===== src/rtl/bru_pkg.sv =====
// Shared types for the branch resolve unit: pending-entry layout, FSM states, stats width.
// Optional statistics counters are built only when BRU_STATS_EN is defined.
package bru_pkg;

  localparam int BRU_IDX_W  = 5;
  localparam int BRU_PC_W   = 32;
  localparam int BRU_STAT_W = 16;

  typedef struct packed {
    logic [BRU_IDX_W-1:0] idx;
    logic                 pred;
    logic [BRU_PC_W-1:0]  fallthru;
  } bru_entry_t;

  typedef enum logic {
    RUN   = 1'b0,
    FLUSH = 1'b1
  } bru_state_e;

  function automatic logic [BRU_STAT_W-1:0] bru_sat_inc(input logic [BRU_STAT_W-1:0] v);
    return (v == {BRU_STAT_W{1'b1}}) ? v : v + BRU_STAT_W'(1);
  endfunction

endpackage


===== src/rtl/bru_fifo.sv =====
// In-order circular queue of pending branches; head is visible combinationally.
// Pushes while full and pops while empty are ignored; clear wins over push/pop.
module bru_fifo #(
  parameter int DATA_W = 38,
  parameter int DEPTH  = 4
) (
  input  logic              clk,
  input  logic              arst,
  input  logic              push_i,
  input  logic [DATA_W-1:0] data_i,
  input  logic              pop_i,
  input  logic              clr_i,
  output logic              full_o,
  output logic              empty_o,
  output logic [DATA_W-1:0] head_o
);

  localparam int PTR_W = $clog2(DEPTH);
  localparam int CNT_W = PTR_W + 1;

  logic [DATA_W-1:0] mem_q [DEPTH];
  logic [PTR_W-1:0]  wr_ptr_q, rd_ptr_q;
  logic [CNT_W-1:0]  count_q, count_d;
  logic              do_push, do_pop;

  assign full_o  = (count_q == CNT_W'(DEPTH));
  assign empty_o = (count_q == '0);
  assign head_o  = mem_q[rd_ptr_q];

  assign do_push = push_i && !full_o;
  assign do_pop  = pop_i && !empty_o;
  assign count_d = count_q + CNT_W'(do_push) - CNT_W'(do_pop);

  // Payload storage needs no reset: occupancy is tracked by count_q alone.
  always_ff @(posedge clk) begin
    if (do_push) mem_q[wr_ptr_q] <= data_i;
  end

  always_ff @(posedge clk or posedge arst) begin
    if (arst) begin
      wr_ptr_q <= '0;
      rd_ptr_q <= '0;
      count_q  <= '0;
    end else if (clr_i) begin
      wr_ptr_q <= '0;
      rd_ptr_q <= '0;
      count_q  <= '0;
    end else begin
      if (do_push) wr_ptr_q <= wr_ptr_q + PTR_W'(1);
      if (do_pop)  rd_ptr_q <= rd_ptr_q + PTR_W'(1);
      count_q <= count_d;
    end
  end

endmodule


===== src/rtl/branch_resolve_unit.sv =====
// Resolves predicted branches oldest-first, drives BHT updates and mispredict redirects.
// BRU_STATS_EN adds saturating resolve/mispredict counters.
module branch_resolve_unit
  import bru_pkg::*;
#(
  parameter int LOWER = BRU_IDX_W,
  parameter int DEPTH = 4,
  parameter int PC_W  = BRU_PC_W
) (
  input  logic             clk,
  input  logic             arst,
  input  logic             push_valid,
  output logic             push_ready,
  input  logic [LOWER-1:0] push_idx,
  input  logic             push_pred,
  input  logic [PC_W-1:0]  push_fallthru,
  input  logic             res_valid,
  input  logic             res_taken,
  input  logic             res_jump,
  input  logic [PC_W-1:0]  res_target,
  output logic             upd_en,
  output logic [LOWER-1:0] upd_addr,
  output logic             upd_taken,
  output logic             upd_jumped,
  output logic             mispredict,
  output logic [PC_W-1:0]  redirect_pc,
`ifdef BRU_STATS_EN
  output logic [BRU_STAT_W-1:0] stat_branches,
  output logic [BRU_STAT_W-1:0] stat_mispredicts,
`endif
  output logic             underflow
);

  localparam int ENT_W = LOWER + 1 + PC_W;

  bru_state_e        state_q;
  logic              full, empty, in_run;
  logic [ENT_W-1:0]  head_dat;
  logic [LOWER-1:0]  head_idx;
  logic              head_pred;
  logic [PC_W-1:0]   head_ft;
  logic              resolve, actual, mis_d;
  logic [PC_W-1:0]   redirect_d;

  logic              upd_en_q, upd_taken_q, upd_jumped_q, mispredict_q, underflow_q;
  logic [LOWER-1:0]  upd_addr_q;
  logic [PC_W-1:0]   redirect_q;

  assign {head_idx, head_pred, head_ft} = head_dat;

  assign in_run     = (state_q == RUN);
  assign push_ready = !full && in_run;
  assign resolve    = res_valid && !empty && in_run;
  assign actual     = res_taken | res_jump;
  assign mis_d      = resolve && (actual != head_pred);
  assign redirect_d = actual ? res_target : head_ft;

  // A mispredict wipes the queue, so the head pop and any same-cycle push are moot.
  bru_fifo #(
    .DATA_W (ENT_W),
    .DEPTH  (DEPTH)
  ) u_fifo (
    .clk     (clk),
    .arst    (arst),
    .push_i  (push_valid && push_ready && !mis_d),
    .data_i  ({push_idx, push_pred, push_fallthru}),
    .pop_i   (resolve && !mis_d),
    .clr_i   (mis_d),
    .full_o  (full),
    .empty_o (empty),
    .head_o  (head_dat)
  );

  always_ff @(posedge clk or posedge arst) begin
    if (arst) begin
      state_q      <= RUN;
      upd_en_q     <= 1'b0;
      upd_addr_q   <= '0;
      upd_taken_q  <= 1'b0;
      upd_jumped_q <= 1'b0;
      mispredict_q <= 1'b0;
      redirect_q   <= '0;
      underflow_q  <= 1'b0;
    end else begin
      case (state_q)
        RUN:     if (mis_d) state_q <= FLUSH;
        FLUSH:   state_q <= RUN;
        default: state_q <= RUN;
      endcase
      upd_en_q     <= resolve;
      mispredict_q <= mis_d;
      if (resolve) begin
        upd_addr_q   <= head_idx;
        upd_taken_q  <= res_taken;
        upd_jumped_q <= res_jump;
        redirect_q   <= redirect_d;
      end
      // Resolves are ignored during FLUSH, so they never count as underflow there.
      if (res_valid && empty && in_run) underflow_q <= 1'b1;
    end
  end

  assign upd_en      = upd_en_q;
  assign upd_addr    = upd_addr_q;
  assign upd_taken   = upd_taken_q;
  assign upd_jumped  = upd_jumped_q;
  assign mispredict  = mispredict_q;
  assign redirect_pc = redirect_q;
  assign underflow   = underflow_q;

`ifdef BRU_STATS_EN
  logic [BRU_STAT_W-1:0] stat_br_q, stat_mp_q;

  always_ff @(posedge clk or posedge arst) begin
    if (arst) begin
      stat_br_q <= '0;
      stat_mp_q <= '0;
    end else begin
      if (resolve) stat_br_q <= bru_sat_inc(stat_br_q);
      if (mis_d)   stat_mp_q <= bru_sat_inc(stat_mp_q);
    end
  end

  assign stat_branches    = stat_br_q;
  assign stat_mispredicts = stat_mp_q;
`endif

endmodule


===== config.mk =====
export PLATFORM = sky130hd
export DESIGN_NAME = branch_resolve_unit
export DESIGN_NICKNAME = d
export VERILOG_FILES = /design/src/rtl/bru_pkg.sv /design/src/rtl/bru_fifo.sv /design/src/rtl/branch_resolve_unit.sv
export SDC_FILE = /design/constraint.sdc
export NUM_CORES = 1
export LEC_CHECK = 0
export CORE_ASPECT_RATIO = 1.5
export CORE_MARGIN = 5
export CORE_UTILIZATION = 56
export DETAILED_ROUTE_END_ITERATION = 10
export PLACE_DENSITY = 0.79
export SYNTH_ARGS = -nofsm -noshare
export SYNTH_HDL_FRONTEND = slang
export SYNTH_HIERARCHICAL = 1
export SYNTH_SLANG_ARGS = --single-unit

===== constraint.sdc =====
create_clock -name clk -period 7.6 [get_ports clk]
set_clock_uncertainty 0.05 [all_clocks]
set_input_delay 1.52 -clock clk [delete_from_list [all_inputs] [get_ports clk]]
set_output_delay 1.52 -clock clk [all_outputs]
set_load 0.03 [all_outputs]

Word level (Yosys, flattened, before mapping)
Memory sizes are Yosys's and may differ from the RTL's.
Index checks and enable logic that the tools add are counted.
- bits in registers: 50
- bits in latches: 0
- bits in writable memories: 152
- memory bits (read-only): 0
- input port bits: 76
- output and inout bits: 43
- word-level logic and storage cells: 47
- memories kept: 1
- add/subtract/negate cells: 4
- $mul: 0
- divide/modulo/power cells: 0
- magnitude comparators: 0
- equal/unequal tests: 2
- shift-type cells: 0
- multiplexer cells: 10
- bitwise operators: 2
- reductions and logical operators: 17
- memories (name ; words ; width ; read ports ; clocked after Yosys merged registers in ; write ports ; line ; source):
    u_fifo.mem_q ; 4 ; 38 ; 1 ; 0 ; 1 ; bru_fifo.sv:21 ; logic [DATA_W-1:0] mem_q [DEPTH];
- operators with widths (kind ; number):
    32-bit 2-to-1 mux ; 1
    1-bit logical AND ; 11
    2-bit 2-to-1 mux ; 4
    2-bit by 1-bit adder with 2-bit output, second input constant ; 2
    2-bit nonzero test ; 2
    3-bit by 1-bit adder with 3-bit output ; 1
    3-bit equality test, second input constant ; 1
    1-bit logical NOT ; 3
    3-bit logical NOT ; 1
    1-bit 2-to-1 mux ; 3
    3-bit 2-to-1 mux ; 1
    3-bit by 1-bit subtractor with 3-bit output ; 1
    1-bit case mux with 2 select lines ; 1
    1-bit inequality test ; 1
    1-bit NOT ; 1
    1-bit OR ; 1

Logic depth before layout (Yosys ltp)
Gate-level depths: netlist of run 1.
- word-level depth: 11
- depth in mapped cells: 16
- mapped depth without buffers: 14

Hierarchy
The synthesis of run 1 kept the hierarchy.
- by module, submodules not included (module ; times used ; cells each ; area each (um^2) ; seq. area each (um^2)):
    bru_fifo ; 1 ; 246 ; 6052.1 ; 4739.5
    branch_resolve_unit ; 1 ; 170 ; 2008.2 ; 1076.0

Worst setup path after synthesis of run 1
Ideal clock, no wire load.
- path type: input -> register
- start: input port res_jump
- end: memory u_fifo.mem_q[0][0] (enable)
- library setup time: 399 ps
- arrival time: 3472 ps
- required time: 7151 ps
- slack: 3679 ps
- cell stages on the path: 6
- buffers on the path: 0
- path through: or3_4 > and3_4 > nor2_1 > inv_1 > nor2_1 > and2_1
- longest elaborated chain between the ends: 8
- RTL lines (element ; line ; source):
    from (decl) ; branch_resolve_unit.sv:19 ; input logic res_jump,
    1-bit OR ; branch_resolve_unit.sv:54 ; assign actual = res_taken | res_jump;
    1-bit inequality test ; branch_resolve_unit.sv:55 ; assign mis_d = resolve && (actual != head_pred);
    1-bit logical AND ; branch_resolve_unit.sv:55 ;
    net mis_d ; branch_resolve_unit.sv:42 ; logic resolve, actual, mis_d;
    1-bit logical NOT ; branch_resolve_unit.sv:65 ; .push_i (push_valid && push_ready && !mis_d),
    1-bit logical AND ; branch_resolve_unit.sv:65 ;
    1-bit logical AND ; bru_fifo.sv:30 ; assign do_push = push_i && !full_o;
    1-bit 2-to-1 mux ; bru_fifo.sv:36 ; if (do_push) mem_q[wr_ptr_q] <= data_i;
    1-bit 2-to-1 mux (not written as such) ; bru_fifo.sv:36 ;
    to (decl) ; bru_fifo.sv:21 ;
The timed path passes the listed nets, and every way through them passes these cells.

Worst setup path after layout of run 1
- start: input port res_valid
- end: register u_fifo.count_q[2]
- longest elaborated chain between the ends: 9
- elaborated cells between the ends (all ways): 11
- those cells by class: 2 x add/sub; 1 x mux; 8 x reduce/logical
- RTL lines (element ; line ; source):
    from (decl) ; branch_resolve_unit.sv:17 ; input logic res_valid,
    1-bit logical AND * (2 in a row) ; branch_resolve_unit.sv:53 ; assign resolve = res_valid && !empty && in_run;
    1-bit logical AND * ; branch_resolve_unit.sv:55 ;
    net mis_d ; branch_resolve_unit.sv:42 ;
    1-bit logical NOT ; branch_resolve_unit.sv:65, branch_resolve_unit.sv:67 ;
    1-bit logical AND ; branch_resolve_unit.sv:65 ;
    1-bit logical AND ; bru_fifo.sv:30 ;
    3-bit by 1-bit adder with 3-bit output ; bru_fifo.sv:32 ; assign count_d = count_q + CNT_W'(do_push) - CNT_W'(do_pop);
    3-bit by 1-bit subtractor with 3-bit output ; bru_fifo.sv:32 ;
    3-bit 2-to-1 mux * ; bru_fifo.sv:44 ; end else if (clr_i) begin
    to (signal assigned) ; bru_fifo.sv:51 ; count_q <= count_d;
    to (decl) ; bru_fifo.sv:23 ; logic [CNT_W-1:0] count_q, count_d;
Mark *: on every way through the listed nets, which the timed path passes. The rest lies on a longest branch.
A chain may end at the register's enable or synchronous reset.

==> reports/metrics.cfg, run 1 <==
[timing]
rsz0062_at_grt=no
slew_headroom_pct=30.9
setup_viol=0
finalSetupTns_ns=0
fmax_mhz=228
fin_ws_ns=3.21
hold_viol=0
period_minus_slack_ns=4.39
drv_slew=0
tightestPinTransition_ns=1.04
min_period_over_period_pct=57.7

[critical_path]
crit_fanout=75
worst_ep_required_time_ns=7.92
ff2ff_path_depth=15
critPathKind=in -> reg
start_kind=input port
cp-startpoint=res_valid
critPathCaptureType=flop
r2r_slack_ns=3.55
r2r-start=u_fifo/rd_ptr_q[0]
timing.rr.end=u_fifo/count_q[2]
critPathArrivalTime_ns=4.70
critical_path.endpoint=u_fifo/count_q[2]

[power_and_ir_drop]
powerDensity_nw_per_um2=366
swShare_pct=31.6
power_leakage_uw=0.00345
peakVddDrop_uv=213
p_seq_share_pct=43.8
p_switching_uw=1150
p_int_uw=2480
power_frac_comb_pct=32.5
pwr-share-clk_pct=23.7

[grt]
antenna_found_initial=0
grt_pass1_vias=4585
grt_pass1_wl_mm=23.9
track_usage_pct=18.6
grt-ovfl-total=0
grt_max_degree=76

[routing]
drcViolationCount=0
wl_mm=15.0
drt_iter0_drc=215
first_pass_iters=4
vias=4070
wl_per_cell_um=20.2
postRouteAntennaNets=0
vias_per_cell=5.49

[finish]
final_layout_size_suffix_gt1_share_pct=13.6
fill_cells=925
fin_area_um2=9910
multi_input_area_um2=2050
num_antenna_cells=0
area_growth_pct=22.9
seq_area_um2=5820
fin_cells=742
nets=621

[clock_tree]
cts-root-buf=clkbuf_16
cts_buffers=19
cts_setup_buffers=0
tritoncts=built
clock_sinks=202
clk_pin_slew_ns=0.06
cts_hold_buf=0
clock_latency_ns=0.48
cts_resized=0
ctsHtreeMaxLevel=1
clockBufferDepth=3

[placed_design]
gp_congestion=0.757
dpl.cell_count=709
pre_cts_ws_ns=2.72
hpwl_mm=9.48
portBuffers=118
placed_cell_area_um2=9350

[floorplan]
die_w_um=108
die_y_um=157
start_util_pct=57.3
ios=119
rows=53
core-area_um2=14100
design.die.area_um2=16900

[run]
maxCapViolations=0

[logic_synthesis]
synth_top_area_share_pct=56.6
ys_seq_area_share_pct=72.2
synth_area_leader_cell=edfxtp_1
synth-seq-cells=202
syn-cell-area_um2=8060
avgSynthCellArea_um2=19.4
synth-warning-count=6
synth_cells=416
yosys-top-cells-area=edfxtp_1 57%, dfrtp_1 16%, mux4_1 8.8%
syn-num-nets=499
yosysUniqueCellTypes=33

[worst_hold_path]
hp-class=reg -> reg

[outcome]
status=completed

[how the worst min path moves through the flow]
stage / cells after the start / end / startpoint / slack, ns
after floorplan: 2 / u_fifo/rd_ptr_q[1] / u_fifo/rd_ptr_q[1] / 0.49
after global placement: 1 / underflow / underflow / 0.40
after detailed placement: 1 / underflow / underflow / 0.43
after CTS: 1 / underflow / underflow / 0.45
after global routing: 1 / underflow / underflow / 0.46
final: 1 / underflow / underflow / 0.44
[layer usage]
layer  wire length, um  GRT usage (%)
met1              5380           21.1
met2              8590           35.1
met3               646           2.83
met4               400           6.80
met5                 0              0
[power by group through the flow]
| stage | Combinational, uW | Sequential (uW) | Clock (uW) |
|---|---|---|---|
| final | 1180 | 1590 | 858 |
| after global routing | 1270 | 1620 | 932 |
| after CTS | 1200 | 1590 | 885 |
| after detailed placement | 1200 | 1610 | 0 |
| after global placement | 1170 | 1600 | 0 |
| after floorplan | 622 | 1770 | 0 |
[worst max-delay path: stages]
cell             delay (ns)
clkdlybuf4s50_1        0.49
nor3b_4                0.18
buf_4                  0.67
and3_4                 0.41
nor2_1                 0.06
inv_1                  0.07
nor2_1                 0.10
inv_1                  0.08
ha_1                   0.22
inv_1                  0.06
ha_1                   0.14
inv_1                  0.06
fa_1                   0.40
xnor2_1                0.16
nor2_1                 0.05
[cells in the final DEF, fill, tap and decap left out, drive strengths merged]
master / netlist / routed
clkinv: 0 / 7
ha: 6 / 6
bufinv: 0 / 1
nand2: 2 / 2
a21oi: 34 / 34
mux2i: 33 / 33
nor2b: 1 / 1
nor2: 39 / 39
clkdlybuf4s50: 0 / 118
nor3: 1 / 1
xnor2: 1 / 1
clkbuf: 0 / 24
o21ai: 3 / 3
inv: 10 / 10
mux4: 38 / 38
a21boi: 1 / 1
fa: 1 / 1
buf: 20 / 3
and2: 4 / 4
nor3b: 2 / 2
o31ai: 1 / 1
clkinvlp: 0 / 1
nand2b: 2 / 2
a31o: 1 / 1
xor2: 2 / 2
dfrtp: 50 / 50
mux2: 7 / 7
or3: 3 / 3
and3: 2 / 2
edfxtp: 152 / 152
[cell type report]
cell class	count	share of cell area, %
Clock buffer	24	4.99
Multi-Input combinational cell	184	20.7
Tap cell	192	2.42
Inverter	10	0.379
Clock inverter	9	0.682
Timing Repair Buffer	121	12.1
Sequential cell	202	58.7
[through the flow]
step           hold slack [ns]  utilization, %  power (uW)
5_1_grt                  0.463            70.5        3820
2_1_floorplan            0.493               -        2390
3_3_place_gp             0.405            66.5        2770
4_1_cts                  0.448            70.5        3680
3_5_place_dp             0.434            66.5        2810
6_report                 0.436            70.5        3630
[sequential cells by signal, summed over array words and instances (netlist names)]
signal,flops
u_fifo/mem_q,152
upd_taken,1
upd_en,1
u_fifo/count_q,3
u_fifo/rd_ptr_q,2
underflow,1
upd_addr,5
u_fifo/wr_ptr_q,2
redirect_pc,32
upd_jumped,1
mispredict,1
state_q,1
[Yosys cell counts]
cell type and n:
nor3b_2 2, mux4_2 11, or3_1 2, buf_2 4
and3_4 1, buf_6 10, mux4_1 27, dfrtp_1 50
nor2_4 1, nand2b_1 2, ha_1 6, or3_4 1
and3_1 1, a21boi_0 1, nand2_1 2, buf_1 2
nor2b_1 1, buf_4 4, and2_1 4, a21oi_2 17
xor2_1 2, fa_1 1, a21oi_1 17, mux2i_1 33
inv_1 10, xnor2_1 1, nor3_1 1, mux2_2 7
nor2_1 38, edfxtp_1 152, a31o_2 1, o21ai_0 3
o31ai_1 1
[cells by family (layout without fill, tap and decap cells)]
group	after synthesis	after routing	synth area share, %
buf+inv	30	164	2.58
fa+ha+maj	7	7	1.18
compound gates	40	40	3.38
xor+xnor	3	3	0.326
flops	202	202	72.2
simple gates	56	56	3.43
mux	78	78	17.0
No activity file was read; power rests on OpenSTA's default activity.
==> run 2: changes to the inputs <==
- CORE_UTILIZATION: 56 -> 49
- PLACE_DENSITY: 0.79 -> 0.73
- clock period: 7.6 -> 3.7 ns (I/O delays scaled with it)
==> reports/metrics.cfg, run 2 (synthesis gave the netlist of run 1 again) <==
[outcome]
status=completed

[critical_path]
timing.rr.end=u_fifo/count_q[2]
crit_fanout=10
cp-startpoint=u_fifo/rd_ptr_q[0]
r2r-start=u_fifo/rd_ptr_q[0]
critPathArrivalTime_ns=3.64
critPathKind=reg -> reg
crit_top_cell=inv_1
r2r_slack_ns=0.40
crit_path_max_incr_delay_ns=0.59
critical_path.endpoint=u_fifo/count_q[2]
cp_slowest_cell=mux4_1
crit_chain=mux4_1 -> or3_4 -> and3_4 -> nor2_1 -> inv_1 -> nor2_1 -> inv_1 -> ha_1 -> inv_1 -> ha_1 -> inv_1 -> fa_1 -> xnor2_1 -> nor2_1
ff2ff_path_depth=14
worst_ep_required_time_ns=4.04
start_kind=flop
critPathCaptureType=flop

[grt]
grt_pass1_vias=4393
track_usage_pct=16.7
grt-ovfl-total=0
grt_max_degree=44
antenna_found_initial=0
grt_pass1_wl_mm=24.3

[placed_design]
hpwl_mm=10.4
gp_congestion=0.752
placed_cell_area_um2=9510
portBuffers=118

[floorplan]
rows=57
design.die.area_um2=19200
ios=119
start_util_pct=49.8
core-area_um2=16200
die_w_um=115
die_y_um=167

[routing]
vias=4046
first_pass_iters=4
wl_mm=15.6
postRouteAntennaNets=0
wl_per_cell_um=20.3
drt_iter0_drc=182
drcViolationCount=0
vias_per_cell=5.27

[power_and_ir_drop]
powerDensity_nw_per_um2=751
peakVddDrop_uv=532
total_power_uw=7570
power_leakage_uw=0.00353

[clock_tree]
cts_hold_buf=0
cts-root-buf=clkbuf_16
clk_pin_slew_ns=0.06
clock_sinks=202
ctsHtreeMaxLevel=1
clock_latency_ns=0.47
tritoncts=built
cts_setup_buffers=0
cts_resized=0
cts_buffers=19
clockBufferDepth=3

[timing]
hold_viol=0
fmax_mhz=303
rsz0062_at_grt=no
drv_slew=0
period_minus_slack_ns=3.30
holdWs_ns=0.423
setup_viol=0
min_period_over_period_pct=89.2
slew_headroom_pct=29.8
tightestPinTransition_ns=1.05
finalSetupTns_ns=0

[run]
maxCapViolations=0

[finish]
max_flop_register=u_fifo/mem_q
num_antenna_cells=0
largest_reg_flops=152
nets=633
mostFrequentLayoutCells=152 x edfxtp_1, 118 x clkdlybuf4s50_1, 48 x dfrtp_1, 38 x nor2_1, 33 x mux2i_1
area_growth_pct=25.0
layout_commonest_cell=edfxtp_1
fin_area_um2=10100
final_layout_size_suffix_gt1_share_pct=15.8

[worst_hold_path]
hp-start=underflow
hp-class=reg -> reg

[run 2: cell count changes in the layout (fill, tap and decap cells not counted)]
cell | previous run | this run
buf_4 | 3 | 11
clkinv_2 | 3 | 4
buf_12 | 0 | 4
clkinv_1 | 4 | 2
clkbuf_8 | 0 | 1
[run 2: final cells by class]
type                    instances  area [um^2]
fillers                      1168         6110
flip-flops and latches        202         5820
multi-input cells             184         2050
repair buffers                133         1340
clock buffers                  25          508
well taps                     206          258
clock inverters                 8         65.1
inverters                      10         37.5
[run 2: how the worst min path moves through the flow]
stage | endpoint | slack (ns) | cells past startpoint
after floorplan | u_fifo/count_q[0] | 0.49 | 1
after global placement | underflow | 0.41 | 1
after detailed placement | underflow | 0.42 | 1
after CTS | underflow | 0.44 | 1
final | underflow | 0.42 | 1
after global routing | underflow | 0.47 | 1
[run 2: where the power goes]
part           switching [uW]  internal (uW)
logic                    1440           1160
registers                 209           2980
clock network             752           1040
total                    2400           5170
[run 2: worst max-delay path, delay by kind of cell (launching register included)]
kind | cells | cell delay [ns]
muxes | 1 | 0.59
DFF | 1 | 0.37
xor gates and xnor gates | 1 | 0.14
adders and majority gates | 3 | 0.84
buffers and inverters | 4 | 0.25
and+or+nand+nor | 5 | 0.98
[run 2: metal layers]
layer / vias up / wire (um) / GRT usage (%)
met5: - / 0 / 0
met4: 0 / 293 / 4.49
met3: 17 / 819 / 2.98
met2: 101 / 8830 / 31.1
met1: 2022 / 5610 / 19.4
li1: 1906 / - / -
[run 2: metrics by stage]
step	cells	worst slack, ns	utilization [%]
after floorplan	416	0.202	-
after CTS	768	0.424	62.3
after global routing	768	0.297	62.3
final	768	0.400	62.3
after global placement	735	0.184	58.7
after detailed placement	735	0.0724	58.7
